`src/rtl/tdc_pkg.sv`:
```
// Shared types and constants for the TDC calibration sequencer.
package tdc_pkg;

   typedef enum logic [2:0] {
      ST_IDLE,
      ST_SET,
      ST_SETTLE,
      ST_ACCUM,
      ST_EVAL,
      ST_DONE
   } cal_state_t;

   typedef logic signed [3:0] tdc_code_t;

   localparam tdc_code_t TDC_CODE_MIN = 4'sb1000;  // -8
   localparam tdc_code_t TDC_CODE_MAX = 4'sb0111;  // +7

   // A code at either end of the range means the delay line ran out of phases.
   function automatic logic is_sat(input tdc_code_t c);
      return (c == TDC_CODE_MIN) || (c == TDC_CODE_MAX);
   endfunction

endpackage

```
`src/rtl/tdc_cal_accum.sv`:
```
// Signed sample accumulator for one SAR step: sums 2^N_AVG_LOG2 valid
// samples, then raises done and ignores further samples until cleared.
module tdc_cal_accum
   import tdc_pkg::*;
#(
   parameter int N_AVG_LOG2 = 4
) (
   input  logic                        clk,
   input  logic                        rst,
   input  logic                        clear,
   input  logic                        enable,
   input  logic signed [3:0]           sample,
   input  logic                        valid,
   output logic signed [3+N_AVG_LOG2:0] sum,
   output logic                        done
);

   localparam int ACC_W = 4 + N_AVG_LOG2;
   localparam int CNT_W = N_AVG_LOG2 + 1;

   logic signed [ACC_W-1:0] sum_q, sum_d;
   logic [CNT_W-1:0]        cnt_q, cnt_d;
   tdc_code_t               sample_c;

   assign sample_c = sample;
   // The counter stops at exactly 2^N_AVG_LOG2, so its MSB is the done flag.
   assign done     = cnt_q[CNT_W-1];
   assign sum      = sum_q;

   // Next-state: clear wins, otherwise add one sign-extended sample per strobe.
   always_comb begin
      // NOTE: every variable gets a default first so no path leaves it unassigned (no latch).
      sum_d = sum_q;
      cnt_d = cnt_q;
      if (clear) begin
         sum_d = '0;
         cnt_d = '0;
      end else if (enable && valid && !done) begin
         sum_d = sum_q + ACC_W'(sample_c);
         cnt_d = cnt_q + CNT_W'(1);
      end
   end

   // Accumulator and sample-counter registers.
   always_ff @(posedge clk) begin
      // NOTE: non-blocking assignments so every register samples pre-edge values.
      if (rst) begin
         sum_q <= '0;
         cnt_q <= '0;
      end else begin
         sum_q <= sum_d;
         cnt_q <= cnt_d;
      end
   end

endmodule

```
`src/rtl/tdc_cal_ctrl.sv`:
```
// TDC calibration sequencer: SAR search on the reference-delay trim code
// driving the mean TDC output toward zero, plus the registered code path
// to the loop filter. Optional feature macro: TDC_CAL_SATCNT_EN adds the
// sat_cnt output counting saturated samples accumulated during calibration.
module tdc_cal_ctrl
   import tdc_pkg::*;
#(
   parameter int                TRIM_W     = 5,
   parameter logic [TRIM_W-1:0] TRIM_INIT  = 5'b10000,
   parameter int                N_AVG_LOG2 = 4,
   parameter int                SETTLE_N   = 8
) (
   input  logic              clk,
   input  logic              rst,
   input  logic              cal_start,
   input  logic signed [3:0] tdc_out,
   input  logic              tdc_valid,
   output logic [TRIM_W-1:0] trim,
   output logic              cal_busy,
   output logic              cal_done,
   output logic signed [3:0] code_out,
   output logic              code_valid,
`ifdef TDC_CAL_SATCNT_EN
   output logic [7:0]        sat_cnt,
`endif
   output logic              sat
);

   localparam int ACC_W = 4 + N_AVG_LOG2;
   localparam int BIT_W = (TRIM_W > 1) ? $clog2(TRIM_W) : 1;
   localparam int SET_W = $clog2(SETTLE_N + 1);
   localparam logic [BIT_W-1:0] BIT_MSB   = BIT_W'(TRIM_W - 1);
   localparam logic [SET_W-1:0] SET_LAST  = SET_W'(SETTLE_N - 1);

   cal_state_t        state_q, state_d;
   logic [TRIM_W-1:0] trim_q, trim_d;
   logic [BIT_W-1:0]  bit_idx_q, bit_idx_d;
   logic [SET_W-1:0]  settle_q, settle_d;
   logic              busy_q, busy_d;
   logic              done_q, done_d;
   logic signed [3:0] code_q;
   logic              code_valid_q;
   logic              sat_q;

   logic                    acc_clear;
   logic                    acc_en;
   logic signed [ACC_W-1:0] acc_sum;
   logic                    acc_done;

   tdc_cal_accum #(
      .N_AVG_LOG2 (N_AVG_LOG2)
   ) u_accum (
      .clk    (clk),
      .rst    (rst),
      .clear  (acc_clear),
      .enable (acc_en),
      .sample (tdc_out),
      .valid  (tdc_valid),
      .sum    (acc_sum),
      .done   (acc_done)
   );

   // SAR sequencer: next state, trim bit trial/decision, busy/done flags.
   always_comb begin
      state_d   = state_q;
      trim_d    = trim_q;
      bit_idx_d = bit_idx_q;
      settle_d  = settle_q;
      busy_d    = busy_q;
      done_d    = 1'b0;
      acc_clear = 1'b0;
      acc_en    = 1'b0;
      unique case (state_q)
         ST_IDLE: begin
            if (cal_start) begin
               state_d   = ST_SET;
               bit_idx_d = BIT_MSB;
               trim_d    = '0;
               busy_d    = 1'b1;
            end
         end
         ST_SET: begin
            trim_d[bit_idx_q] = 1'b1;
            settle_d          = '0;
            acc_clear         = 1'b1;
            state_d           = ST_SETTLE;
         end
         ST_SETTLE: begin
            if (tdc_valid) begin
               if (settle_q == SET_LAST) state_d = ST_ACCUM;
               else                      settle_d = settle_q + SET_W'(1);
            end
         end
         ST_ACCUM: begin
            acc_en = 1'b1;
            if (acc_done) state_d = ST_EVAL;
         end
         ST_EVAL: begin
            // Larger trim lowers the mean code: a negative sum means overshoot.
            if (acc_sum[ACC_W-1]) trim_d[bit_idx_q] = 1'b0;
            if (bit_idx_q == '0) begin
               state_d = ST_DONE;
            end else begin
               bit_idx_d = bit_idx_q - BIT_W'(1);
               state_d   = ST_SET;
            end
         end
         ST_DONE: begin
            done_d  = 1'b1;
            busy_d  = 1'b0;
            state_d = ST_IDLE;
         end
         default: state_d = ST_IDLE;
      endcase
   end

   // Sequencer state registers.
   always_ff @(posedge clk) begin
      if (rst) begin
         state_q   <= ST_IDLE;
         trim_q    <= TRIM_INIT;
         bit_idx_q <= '0;
         settle_q  <= '0;
         busy_q    <= 1'b0;
         done_q    <= 1'b0;
      end else begin
         state_q   <= state_d;
         trim_q    <= trim_d;
         bit_idx_q <= bit_idx_d;
         settle_q  <= settle_d;
         busy_q    <= busy_d;
         done_q    <= done_d;
      end
   end

   // Code path: capture each valid code; gate the strobe with next-cycle busy
   // so code_valid and cal_busy are never high together.
   always_ff @(posedge clk) begin
      if (rst) begin
         code_q       <= '0;
         code_valid_q <= 1'b0;
         sat_q        <= 1'b0;
      end else begin
         code_valid_q <= tdc_valid && !busy_d;
         if (tdc_valid) begin
            code_q <= tdc_out;
            sat_q  <= is_sat(tdc_out);
         end
      end
   end

`ifdef TDC_CAL_SATCNT_EN
   logic [7:0] sat_cnt_q, sat_cnt_d;

   // Saturated-sample counter: cleared at the MSB trial, counts only samples
   // the accumulator actually takes, sticks at 255.
   always_comb begin
      sat_cnt_d = sat_cnt_q;
      if (state_q == ST_SET && bit_idx_q == BIT_MSB) begin
         sat_cnt_d = '0;
      end else if (state_q == ST_ACCUM && tdc_valid && !acc_done &&
                   is_sat(tdc_out) && sat_cnt_q != 8'hFF) begin
         sat_cnt_d = sat_cnt_q + 8'd1;
      end
   end

   // Saturated-sample counter register.
   always_ff @(posedge clk) begin
      if (rst) sat_cnt_q <= '0;
      else     sat_cnt_q <= sat_cnt_d;
   end

   assign sat_cnt = sat_cnt_q;
`endif

   assign trim       = trim_q;
   assign cal_busy   = busy_q;
   assign cal_done   = done_q;
   assign code_out   = code_q;
   assign code_valid = code_valid_q;
   assign sat        = sat_q;

endmodule

```
`config.mk`:
```
export PLATFORM = sky130hd
export DESIGN_NAME = tdc_cal_ctrl
export DESIGN_NICKNAME = d
export VERILOG_FILES = /design/src/rtl/tdc_pkg.sv /design/src/rtl/tdc_cal_accum.sv /design/src/rtl/tdc_cal_ctrl.sv
export SDC_FILE = /design/constraint.sdc
export NUM_CORES = 1
export LEC_CHECK = 0
export CORE_MARGIN = 4
export CORE_UTILIZATION = 58
export CTS_BUF_LIST = sky130_fd_sc_hd__clkbuf_4 sky130_fd_sc_hd__clkbuf_8
export DETAILED_ROUTE_END_ITERATION = 10
export PLACE_DENSITY_LB_ADDON = 0.25
export SYNTH_ARGS = -nofsm -noshare
export SYNTH_HDL_FRONTEND = slang
export SYNTH_SLANG_ARGS = --single-unit
```
`constraint.sdc`:
```
create_clock -name clk -period 2.25 [get_ports clk]
set_input_delay 0.45 -clock clk [delete_from_list [all_inputs] [get_ports clk]]
set_output_delay 0.45 -clock clk [all_outputs]
set_load 0.005 [all_outputs]
```
; ---- Word-level counts from Yosys, hierarchy flattened
; Cells that the tools add are included.
; Widths: inputs -> output; s select.
[totals]
reg_bits = 36
in_bits = 8
output_inout_bits = 13
word_cells = 74
[op_classes]
n_addsub = 4
order_cmp = 2
eq_ne = 15
n_mux = 22
n_bitwise = 3
reduce_logical = 17
[op_table]
columns = op, count
row1 = $mux 3, 7
row2 = $pmux 3 s5, 1
row3 = $pmux 5 s3, 1
row4 = $mux 5, 2
row5 = $ne 2x2->1 const B, 5
row6 = $reduce_and 3->1, 3
row7 = $add 8x4->8, 1
row8 = $eq 4x4->1 const B, 2
row9 = $mux 4, 2
row10 = $pmux 4 s2, 1
row11 = $eq 3x2->1 const B, 2
row12 = $eq 3x3->1 const B, 2
row13 = $logic_not 3->1, 2
row14 = $pmux 3 s2, 1
row15 = $add 5x1->5 const B, 1
row16 = $and 5x5->5, 1
row17 = $mux 1, 5
row18 = $not 5->5, 1
row19 = $or 5x5->5, 1
row20 = $add 4x1->4 const B, 1
row21 = $eq 4x3->1 const B, 1
row22 = $logic_and 1x1->1, 4
row23 = $lt 3x4->1 const B, 1
row24 = $ne 2x1->1 const B, 2
row25 = other kinds (11), 13

; ---- Depth between registers and ports, before layout
[logic_depth]
ltp_word = 8
depth_mapped = 8
depth_no_buf = 8

; ---- Modules after synthesis
; A second synthesis with hierarchy kept.
[hier_totals]
cells_unflattened = 225
hier_area_um2 = 2001.9
[by_module_without_submodules]
columns = module, n_inst, cells_each, area_each_um2
row1 = tdc_cal_ctrl, 1, 125, 1148.6
row2 = tdc_cal_accum, 1, 100, 853.3

; ---- Worst setup path after synthesis
; Ideal clock, no wire load.
[synth_timing]
path_kind = input -> register
from = in tdc_out[2]
to = reg u_accum.sum_q[7], in the netlist u_accum.sum[7]
setup_ps = 72
arrival_time_ps = 1709
t_required_ps = 2178
slack_ps = 469
stages = 6
path_buffers = 0
cell_sequence = ha_1 a21oi_1 a211oi_1 or3_1 nand3_1 mux2i_1
[synth_via]
elab_chain_cells = 1
[synth_rtl]
columns = element, line
row1 = "start, declared", tdc_cal_ctrl.sv:16  ; input logic signed [3:0] tdc_out,
row2 = $add 8x4->8, tdc_cal_accum.sv:39  ; sum_d = sum_q + ACC_W'(sample_c);
row3 = "end signal, assigned", tdc_cal_accum.sv:51  ; sum_q <= sum_d;
row4 = "end, declared", tdc_cal_accum.sv:21  ; logic signed [ACC_W-1:0] sum_q, sum_d;
; No other way between the ends.
; A chain may end at the register's enable or synchronous reset.

; ---- Worst setup path after layout
[layout_timing]
from = in tdc_out[0]
to = reg u_accum.sum_q[6], in the netlist u_accum.sum[6]
; The elaborated chain is that of the path after synthesis.

==> flow_summary.ini <==
[run_status]
status = finished clean

[cts]
clkLatencyLatePin_ns = 0.34
path_clk_slew_ns = 0.10
cts_sinks = 36
root_buffer = clkbuf_4
ctsResizeCount = 0
clockBufferDepth = 2
cts_hold_buffers = 0
post_cts_buffers = 0
htree_levels = 2
cts_buffers = 5
cts_tree = built

[finish]
area_delta_synth_final_pct = 20.7
final_util = 0.737
seqCellArea_um2 = 721
n_antenna_cell = 0
final_area_um2 = 2270
layout.nets = 275
multi_input_area_um2 = 1070
nFillCells = 254
drive_gt1_frac = 0.137
layout.cells.non_filler = 300

[timing]
slew_violations = 0
max_slew_margin = 0.637
grt_setup_unrepaired = false
max_freq_ghz = 0.484
holdWs_ns = 0.462
fin_crit_sh = 0.919
finClkSkew_ns = 0.00544
setup_viol = 0
period_minus_slack_ns = 2.07
worst_slew_pin_slew_ns = 0.543
hold_viol_final = 0
tns_ns = 0

[yosys]
synth_top_area_frac = 0.383
synth_xor_area_frac = 0.0326
synthArstFlopShare = 0
synthAdderAreaFrac = 0.0838
ys_seq_area_frac = 0.383
synth.area.top_cells = dfxtp_1, ha_1, a21oi_1, nor2_1, mux2i_1
synthSimpleGateAreaFrac = 0.249
synth_fp_nets = 243
ys_types = 45
synth_common_cells = dfxtp_1, nor2_1, a21oi_1, nand2_1, o21ai_0
muxShareOfSynthArea = 0.0379
synthCells = 223
dominantRegCellSynth = dfxtp_1
synth_top_family_by_area = simple AND/OR/NAND/NOR gates
synth_edf_count = 0
synth_most_common_cell = dfxtp_1
yosys.area.top_type = dfxtp_1
synth_compound_area_frac = 0.166
ys_warn_count = 0
synth_area_per_cell_um2 = 8.43
synthesis.area_um2 = 1880
synth-seq-cells = 36

[power]
p_clk_frac = 0.264
p_leak_nw = 0.874
peakVddDrop_mv = 0.384
combPwrFrac = 0.236
internal_power_mw = 1.00
power_density_nw_per_um2 = 634
seqPwrFrac = 0.500
switchingPower_mw = 0.434
p_sw_frac = 0.302

[critical_path]
slowest_delay_ns = 0.49
r2r-start = u_accum.sum[0]$_SDFFE_PP0P_
reg2reg_depth = 8
cp_num_buf_inv = 2
reg2reg_slack_ns = 0.42
path_delay_family = adder cells
worstSetupEndpointType = flop
path_cells = clkdlybuf4s50_1 > ha_1 > inv_1 > fa_1 > nand2b_1 > a21oi_1 > o21a_1 > or3_1 > nand3_1
critical_path_depth = 9
start_kind = input pin
slowest_stage = clkdlybuf4s50_1
cp-startpoint = tdc_out[0]
critPathMaxFanout = 3
critPathKind = input pin to flop
timing.rr.end = u_accum.sum[6]$_SDFFE_PP0P_
cp.arrival_ns = 2.30
endpoint = u_accum.sum[6]$_SDFFE_PP0P_
cp.required_ns = 2.48

[floorplanning]
die-area_um2 = 4220
boundaryPins = 21
fp.dieW_um = 64.9
initial_core_util = 0.611
core-area_um2 = 3080
chipHeight_um = 64.9
num_rows = 20

[worst_hold_path]
hold_class = flop to flop

[detailed_routing]
wl_met3_um = 131
wl_per_cell_um = 12.7
wl_met1_um = 1780
drtIter0Drc = 194
vias_per_cell = 5.51
firstDrtPassIters = 4
vias = 1652
routed_wl_um = 3820
dr_wl_met2_um = 1850
dr.max_layer_used = met4
antenna_left = 0
drc = 0

[place]
gp_congestion = 0.870
io_buffers = 20
hpwl_um = 2850
dpl-instance-area_um2 = 2200
dp_cells = 292

[grt]
grt_max_degree = 22
antenna_found_initial = 0
grt_use_total = 0.204
grt_pass1_vias = 1501
globalRouteOverflowTotal = 0
grt_pass1_wl_um = 6650

[flow_run]
drv_cap = 0
-- sequential cells by signal, indices dropped and copies added (netlist names), 3 cells and up --
register,flops
trim,5
state_q,3
code_out,4
bit_idx_q,3
u_accum.sum,8
u_accum.cnt_q,5
settle_q,4
-- layout make-up --
class,instances,share of cell area
multi-input combinational,167,0.471
sequential,36,0.318
timing repair buffer,37,0.144
clock buffer,7,0.0259
tap,44,0.0243
inverter,8,0.0132
clock inverter,1,0.00331
-- cell families after synthesis --
kind of cell    Yosys count
simple gates             89
xor+xnor                  7
buf+inv                  20
fa+ha+maj                12
mux                       7
compound gates           52
flops                    36
-- through the flow --
| stage | worst slack, ns | total power, mW |
|---|---|---|
| after floorplan | 0.469 | 0.948 |
| after global placement | -0.0835 | 1.06 |
| after detailed placement | -0.129 | 1.07 |
| after CTS | 0.211 | 1.45 |
| after global routing | 0.0985 | 1.53 |
| final | 0.183 | 1.44 |
-- cell usage in the layout, fill, tap and decap left out, types with 2 or more instances in the layout --
cell / instances
buf_4: 17
and3_1: 2
clkbuf_4: 6
xor2_1: 2
nor3_1: 5
a31oi_1: 5
nor3b_2: 2
nand2_1: 16
and3b_1: 2
a21oi_1: 23
o21ai_0: 12
ha_1: 11
inv_1: 8
or3_1: 4
or2_1: 2
a211oi_1: 2
clkdlybuf4s50_1: 20
nand2b_1: 4
nand4_1: 2
nor3_2: 2
nor2b_1: 2
xnor2_1: 5
nand3_1: 9
mux2i_1: 6
nor2_1: 30
dfxtp_1: 36
-- metal layers --
metal / vias up / track usage
li1: 848 / -
met1: 771 / 0.245
met2: 25 / 0.347
met3: 8 / 0.0520
met4: 0 / 0.0792
met5: - / 0
-- power by group through the flow --
stage                     Sequential (mW)  Clock (mW)  Combinational, mW
after floorplan                     0.721           0              0.227
final                               0.720       0.379              0.340
after CTS                           0.719       0.390              0.337
after detailed placement            0.734           0              0.334
after global routing                0.728       0.425              0.376
after global placement              0.732           0              0.327
-- tightest hold or removal path: stages, from the launching register on --
cell	delay, ns
dfxtp_1	0.33
nand2_1	0.05
a21oi_1	0.05
-- how the worst min path moves through the flow --
stage	cells after the start	from	slack (ns)	end
after floorplan	2	u_accum.sum[2]$_SDFFE_PP0P_	0.44	u_accum.sum[2]$_SDFFE_PP0P_
after global placement	2	u_accum.sum[3]$_SDFFE_PP0P_	0.44	u_accum.sum[3]$_SDFFE_PP0P_
after detailed placement	2	u_accum.sum[3]$_SDFFE_PP0P_	0.45	u_accum.sum[3]$_SDFFE_PP0P_
after CTS	2	u_accum.sum[3]$_SDFFE_PP0P_	0.46	u_accum.sum[3]$_SDFFE_PP0P_
after global routing	2	u_accum.sum[2]$_SDFFE_PP0P_	0.48	u_accum.sum[2]$_SDFFE_PP0P_
final	2	u_accum.sum[3]$_SDFFE_PP0P_	0.46	u_accum.sum[3]$_SDFFE_PP0P_
Note: power is estimated with default switching activity, not from simulation.
